$ cat src/rtl/brainhack_core.sv
// brainhack_core: a two-phase Brainfuck CPU core.
//
// Each instruction takes two clocks. In FETCH the opcode is latched from the
// program ROM. In EXEC it is decoded and executed. The core drives three
// external memories: the program ROM, the data tape RAM and the loop stack RAM.
// All three read asynchronously, and both RAMs write on the rising clock edge.
//
// Ports
//   i_clock        clock; all state changes on the rising edge
//   i_reset_n      asynchronous, active-low reset
//   i_tape_data    tape[o_tape_addr]            (async read)
//   i_prgmem_data  rom[o_prgmem_addr]           (async read)
//   i_stack_data   stack[o_stack_addr]          (async read)
//   o_tape_in      tape write enable
//   o_tape_addr    data pointer (PTR)
//   o_tape_data    tape write data (cell +/- 1)
//   o_prgmem_addr  program counter (PC)
//   o_stack_in     stack write enable
//   o_stack_addr   stack address (SP, or SP-1 while executing ']')
//   o_stack_data   stack write data (PC of the '[')
//   o_halt         high once HALT has executed
module brainhack_core #(
  parameter int TAPE_ADDR_W  = 8,
  parameter int TAPE_DATA_W  = 8,
  parameter int PRG_ADDR_W   = 8,
  parameter int INSTR_W      = 3,
  parameter int STACK_ADDR_W = 4
) (
  input  logic                    i_clock,
  input  logic                    i_reset_n,
  input  logic [TAPE_DATA_W-1:0]  i_tape_data,
  input  logic [INSTR_W-1:0]      i_prgmem_data,
  input  logic [PRG_ADDR_W-1:0]   i_stack_data,
  output logic                    o_tape_in,
  output logic [TAPE_ADDR_W-1:0]  o_tape_addr,
  output logic [TAPE_DATA_W-1:0]  o_tape_data,
  output logic [PRG_ADDR_W-1:0]   o_prgmem_addr,
  output logic                    o_stack_in,
  output logic [STACK_ADDR_W-1:0] o_stack_addr,
  output logic [PRG_ADDR_W-1:0]   o_stack_data,
  output logic                    o_halt
);

  localparam logic [INSTR_W-1:0] OP_RIGHT = 3'd0;
  localparam logic [INSTR_W-1:0] OP_LEFT  = 3'd1;
  localparam logic [INSTR_W-1:0] OP_INC   = 3'd2;
  localparam logic [INSTR_W-1:0] OP_DEC   = 3'd3;
  localparam logic [INSTR_W-1:0] OP_HALT  = 3'd4;
  localparam logic [INSTR_W-1:0] OP_NOP   = 3'd5;
  localparam logic [INSTR_W-1:0] OP_OPEN  = 3'd6;
  localparam logic [INSTR_W-1:0] OP_CLOSE = 3'd7;

  typedef enum logic {FETCH, EXEC} stage_t;

  stage_t                  stage_reg;
  logic [PRG_ADDR_W-1:0]   pc_reg;
  logic [TAPE_ADDR_W-1:0]  ptr_reg;
  logic [STACK_ADDR_W-1:0] sp_reg;
  logic [STACK_ADDR_W-1:0] skip_sp_reg;
  logic [INSTR_W-1:0]      ir_reg;
  logic                    skip_reg;
  logic                    halt_reg;

  logic                    exec_active;
  logic                    zero;
  logic [STACK_ADDR_W-1:0] sp_dec;

  // After HALT the core is frozen, so no EXEC phase ever asserts a write again.
  assign exec_active = (stage_reg == EXEC) && !halt_reg;
  assign zero        = (i_tape_data == '0);
  assign sp_dec      = sp_reg - 1'b1;

  // Data ops are suppressed while skipping a loop. Brackets still touch the
  // stack while skipping, because that is how nesting depth is tracked.
  assign o_tape_in    = i_reset_n && exec_active && !skip_reg &&
                        ((ir_reg == OP_INC) || (ir_reg == OP_DEC));
  assign o_tape_data  = (ir_reg == OP_DEC) ? i_tape_data - 1'b1 : i_tape_data + 1'b1;
  assign o_tape_addr  = ptr_reg;
  assign o_prgmem_addr = pc_reg;
  assign o_stack_in   = i_reset_n && exec_active && (ir_reg == OP_OPEN);
  // ']' looks at the top entry, which sits one below SP.
  assign o_stack_addr = (ir_reg == OP_CLOSE) ? sp_dec : sp_reg;
  assign o_stack_data = pc_reg;
  assign o_halt       = halt_reg;

  always_ff @(posedge i_clock or negedge i_reset_n) begin
    if (!i_reset_n) begin
      stage_reg   <= FETCH;
      pc_reg      <= '0;
      ptr_reg     <= '0;
      sp_reg      <= '0;
      skip_sp_reg <= '0;
      ir_reg      <= '0;
      skip_reg    <= 1'b0;
      halt_reg    <= 1'b0;
    end else if (!halt_reg) begin
      if (stage_reg == FETCH) begin
        ir_reg    <= i_prgmem_data;
        stage_reg <= EXEC;
      end else begin
        stage_reg <= FETCH;
        pc_reg    <= pc_reg + 1'b1;
        case (ir_reg)
          OP_RIGHT: if (!skip_reg) ptr_reg <= ptr_reg + 1'b1;
          OP_LEFT:  if (!skip_reg) ptr_reg <= ptr_reg - 1'b1;
          OP_HALT: begin
            if (!skip_reg) begin
              halt_reg <= 1'b1;
              pc_reg   <= pc_reg;
            end
          end
          OP_OPEN: begin
            sp_reg <= sp_reg + 1'b1;
            // Remember the depth of the loop that started the skip, so only
            // its own ']' ends it.
            if (zero && !skip_reg) begin
              skip_reg    <= 1'b1;
              skip_sp_reg <= sp_reg;
            end
          end
          OP_CLOSE: begin
            if (!zero && !skip_reg) begin
              // The stack holds the PC of the '['; resume just past it.
              pc_reg <= i_stack_data + 1'b1;
            end else begin
              sp_reg <= sp_dec;
              if (skip_reg && (sp_dec == skip_sp_reg)) skip_reg <= 1'b0;
            end
          end
          default: ;
        endcase
      end
    end
  end

endmodule

$ cat config.mk
export PLATFORM = sky130hd
export DESIGN_NAME = brainhack_core
export DESIGN_NICKNAME = d
export VERILOG_FILES = /design/src/rtl/brainhack_core.sv
export SDC_FILE = /design/constraint.sdc
export NUM_CORES = 1
export LEC_CHECK = 0
export CAP_MARGIN = 25
export CORE_MARGIN = 2
export CORE_UTILIZATION = 58
export CTS_CLUSTER_SIZE = 20
export DETAILED_ROUTE_END_ITERATION = 8
export DONT_BUFFER_PORTS = 1
export PLACE_DENSITY = 0.77
export SLEW_MARGIN = 10
export SYNTH_ARGS = -nofsm -noshare
export SYNTH_HDL_FRONTEND = slang
export SYNTH_SLANG_ARGS = --single-unit
$ cat constraint.sdc
create_clock -name i_clock -period 2.4 [get_ports i_clock]
set_input_delay 0.24 -clock i_clock [delete_from_list [all_inputs] [get_ports i_clock]]
set_output_delay 0.24 -clock i_clock [all_outputs]
set_load 0.03 [all_outputs]
# Yosys cells after proc, flatten, opt, wreduce, memory -nomap -nowiden
# Index checks and enable logic that the tools add are counted.
dict set report totals {
  register_bits 30
  inputBits 21
  out_inout_bits 39
  wordCells 72
}
dict set report classes {
  addsub 8
  eq_ne 13
  muxes 19
  n_bitwise 2
  n_reduce_logical 22
}
# op n
set op_table {}
lappend op_table {{$mux W8} 5}
lappend op_table {{$add A8 B1 Y8 const B} 4}
lappend op_table {{$pmux W8 S2} 2}
lappend op_table {{$sub A8 B1 Y8 const B} 2}
lappend op_table {{$eq A3 B3 Y1 const B} 3}
lappend op_table {{$logic_and A1 B1 Y1} 8}
lappend op_table {{$logic_not A8 Y1} 1}
lappend op_table {{$mux W1} 8}
lappend op_table {{$mux W4} 2}
lappend op_table {{$ne A2 B2 Y1 const B} 4}
lappend op_table {{$pmux W4 S2} 1}
lappend op_table {{$reduce_and A4 Y1} 2}
lappend op_table {{$eq A3 B2 Y1 const B} 2}
lappend op_table {{$reduce_and A6 Y1} 1}
lappend op_table {{$reduce_and A5 Y1} 1}
lappend op_table {{$add A4 B1 Y4 const B} 1}
lappend op_table {{$eq A4 B4 Y1} 1}
lappend op_table {{$ne A2 B1 Y1 const B} 2}
lappend op_table {{$reduce_bool A2 Y1} 2}
lappend op_table {{$sub A4 B1 Y4 const B} 1}
lappend op_table {{$eq A3 B1 Y1 const B} 1}
lappend op_table {{$logic_not A1 Y1} 3}
lappend op_table {{$logic_not A3 Y1} 1}
lappend op_table {{$reduce_and A3 Y1} 1}
lappend op_table {{4 further kinds} 5}

# Longest topological paths before layout
dict set report logic_depth {
  depth_word 6
  ltp_mapped 10
  ltp_nobuf 9
}

# Worst setup path after synthesis
# No wires, ideal clock.
dict set report synth_path {
  path_kind {register to register}
  start {register ir_reg[1]}
  end {register ptr_reg[6], in the netlist o_tape_addr[6]}
  setup_ns 0.095
  t_arrival_ns 2.354
  required_time_ns 2.305
  setup_slack_ns -0.050
  stages_incl_launch_ff 11
  n_path_buf 2
  synth_period_minus_slack_ns 2.450
  cell_sequence {dfrtp_1 -> buf_6 -> or3b_1 -> clkbuf_1 -> inv_1 -> ha_1 -> nor2b_1 -> o31a_1 -> o21a_1 -> o21a_1 -> o31ai_1}
}
dict set report synth_via {
  elab_chain_cells 3
  word_cells_on_any_way 7
  cone_classes {3 x eq/ne; 1 x mux; 3 x reduce/logical}
}
# item line_no
set synth_lines {}
lappend synth_lines {{start, declared} 60} ;# logic [INSTR_W-1:0] ir_reg;
lappend synth_lines {{start signal, assigned} 98} ;# ir_reg <= i_prgmem_data;
lappend synth_lines {{$eq A3 B1 Y1 / $logic_not A3 Y1 (equally long branches)} 103} ;# case (ir_reg)
lappend synth_lines {{$ne A2 B2 Y1 (no line) / $reduce_bool A2 Y1 (equally long branches)} n/a}
lappend synth_lines {{$reduce_and A5 Y1 (no line)} n/a}
lappend synth_lines {{end signal, assigned} 104} ;# OP_RIGHT: if (!skip_reg) ptr_reg <= ptr_reg + 1'b1;
lappend synth_lines {{end signal, assigned} 105} ;# OP_LEFT: if (!skip_reg) ptr_reg <= ptr_reg - 1'b1;
lappend synth_lines {{end, declared} 57} ;# logic [TAPE_ADDR_W-1:0] ptr_reg;
# Several ways; a longest one is shown, not always the timed one.
# A chain may end at the register's enable or synchronous reset.

# Worst setup path in the final report
dict set report layout_path {
  start {register ir_reg[0]}
  end {output port o_tape_data[6]}
}
dict set report layout_via {
  elab_chain_cells 2
}
# item line_no
set layout_lines {}
lappend layout_lines {{$eq A3 B2 Y1} 77} ;# assign o_tape_data = (ir_reg == OP_DEC) ? i_tape_data - 1'b1 : i_tape_data + 1'b1;
lappend layout_lines {{$mux W8} 77}
lappend layout_lines {{end, declared} 36} ;# output logic [TAPE_DATA_W-1:0] o_tape_data,
# No other way between the ends.

==> results.ini <==
[clock_network]
cts_max_path_buffers=2
clk_pin_slew_ns=0.06
cts_tree=done
cts_sinks=30
cts-root-buf=clkbuf_8
htree_levels=2
numCtsBuffers=5
worstSkewPairLatency_ns=0.28

[timing]
fin_ws_ns=-0.0980
fin_crit_ns=2.50
min_period_over_period=1.04
hold_slack_ns=0.0876
finalSetupViolCount=4
skew_ns=0.00796
tightest_slew_ns=0.648
hold_viol_final=0
rsz0062_at_grt=true
slew_violations=0
fmax_mhz=400
maxSlewHeadroom=0.568

[critical_path]
path_cells=nand2_1, or2_4, fa_2, nor2b_2, o21ai_2, a21boi_2, nor4_2, a311o_2
cp.arrival_ns=2.26
critPathLaunchType=register
criticalPathCategory=reg2out
cp_data_required_time_ns=2.16
slowest_delay_ns=0.40
worstSetupEndpointType=output port
reg2reg_slack_ns=-0.01
ff2ff_path_depth=10
critPathMaxFanout=3
worstReg2RegStart=ir_reg[0]
reg2reg_to=o_tape_addr[6]
worst_path_max_delay_cell=a311o_2

[logic_synthesis]
synth_edf_count=0
ys_ff_latch=30
synthCells=270
synth_warnings=0
synth_ff_type=dfrtp_1
yosysSeqAreaShare=0.317
ys_async_sr_fraction=1.00
synth_area_mm2=0.00237
synth_cell_type_count=55
syn-num-nets=311
syn_avg_cell_area_um2=8.77

[floorplanning]
fp.dieH_um=67.9
fp-row-count=23
dieWidth_um=67.9
die-area_mm2=0.00461
core_mm2=0.00397
initial_core_util=0.596
ios=60

[detailed_routing]
vias=2098
drcViolationCount=0
wl_met2_mm=2.69
wl_per_cell_um=15.7
drt_iter0_markers=125
top_layer=met4
wirelength_met1_mm=2.35
routed_wirelength_mm=5.49
drt_first_pass_iters=4
ant_nets=0
vias_per_cell=6.01
wl_met3_um=366

[worst_hold_path]
hold_class=in2reg
hold_end=o_prgmem_addr[0]
holdCritStartpoint=i_stack_data[0]
hold_path_depth=1

[placement]
dp_slack_ns=0.0336
dpl.hpwl_mm=3.63
routabilityCongestion=0.831
port_buffers=0
placed_cell_area_mm2=0.00251

[grt]
grt_pass1_vias=1863
grt_pass1_wl_mm=8.22
grt_max_degree=31
overflow=0
track_usage=0.234
antenna_found_initial=0

[final_layout]
mostFrequentLayoutCell=buf_4
finalInstanceArea_mm2=0.00293
fill_cells=281
regArea_um2=751
layout_common_cells=buf_4, dfrtp_1, nand2_1, nor2_1, a21oi_1
layout.nets=340
multi_input_area_mm2=0.00166
utilization=0.737
syn_to_final_growth_pct=23.6
insertedDiodeCount=0
drive_gt1_frac=0.284

[power]
finalPower_mw=4.02
peakVddDrop_v=0.000918
powerDensity_mw_per_mm2=1370
leakage_nw=1.28

[status]
violations=setup timing
outcome=finished, violations left

[flow_run]
max_cap_viol_count=0

[metal layers]
layer  global-route usage  vias up
met5                    0        -
met4               0.0600        0
li1                     -     1015
met2                0.384       73
met3               0.0757        9
met1                0.300     1001
[stage by stage]
stage | std cells | setup TNS [ns]
after floorplan | 270 | 0
after global placement | 326 | 0
after detailed placement | 326 | 0
after CTS | 341 | -0.115
after global routing | 349 | -0.762
final | 349 | -0.186
[layout make-up]
type,instances,share of cell area
multi-input combinational,210,0.568
sequential,30,0.256
timing repair buffer,39,0.109
clock buffer,7,0.0261
tap,50,0.0214
inverter,13,0.0192
[worst max-delay path, delay by kind of cell (launching register included)]
| kind | cells | cell delay, ns |
|---|---|---|
| AND/OR/NAND/NOR | 4 | 0.53 |
| flip-flops | 1 | 0.36 |
| adder cells (fa/ha/maj) | 1 | 0.38 |
| AO/OA/AOI/OAI | 3 | 0.70 |
[cell usage after synthesis, drive strengths merged, types with 3 or more instances]
cell	instances	share of area
nor2	19	0.031
nor3	5	0.011
o21a	3	0.0095
nand3	13	0.027
dfrtp	30	0.32
or4	3	0.0095
nand4	5	0.013
clkbuf	4	0.0063
buf	13	0.039
inv	13	0.021
xor2	12	0.044
nor4	5	0.013
o21ai	20	0.044
mux2	7	0.033
xnor2	14	0.052
a21oi	19	0.043
nand2	25	0.043
and3	4	0.011
ha	18	0.095
a21o	4	0.013
nand2b	3	0.011
[worst max-delay path by stage]
stage	from	end	cells past startpoint
2_1_floorplan	ir_reg[2]	o_tape_data[6]	8
3_3_place_gp	ir_reg[2]	o_tape_data[6]	7
3_5_place_dp	ir_reg[0]	o_tape_addr[6]	9
4_1_cts	ir_reg[0]	o_tape_data[7]	9
5_1_grt	ir_reg[1]	o_tape_data[6]	8
6_report	ir_reg[0]	o_tape_data[6]	8
[what timing repair did]
action                                  CTS  global route
hold buffers                              2             0
setup buffers                             6             9
endpoints found under the setup margin    4             7
resized for setup                        12            24
gates cloned                              0             0
pin swaps                                 9            15
hold endpoints to repair                 30             0
[report_power, final]
| part | internal (mW) | total (mW) | switching, mW |
|---|---|---|---|
| sequential | 0.684 | 1.06 | 0.374 |
| combinational | 1.08 | 2.58 | 1.50 |
| clock | 0.199 | 0.383 | 0.183 |
[cell families (layout without fill, tap and decap cells)]
| logic type | after synthesis | after routing | synth area share |
|---|---|---|---|
| fa+ha+maj | 20 | 20 | 0.112 |
| simple gates | 92 | 92 | 0.201 |
| buf+inv | 30 | 59 | 0.0660 |
| xor+xnor | 26 | 26 | 0.0961 |
| mux | 8 | 8 | 0.0375 |
| flops | 30 | 30 | 0.317 |
| compound gates | 64 | 64 | 0.170 |
Note: power is estimated with default switching activity, not from simulation.
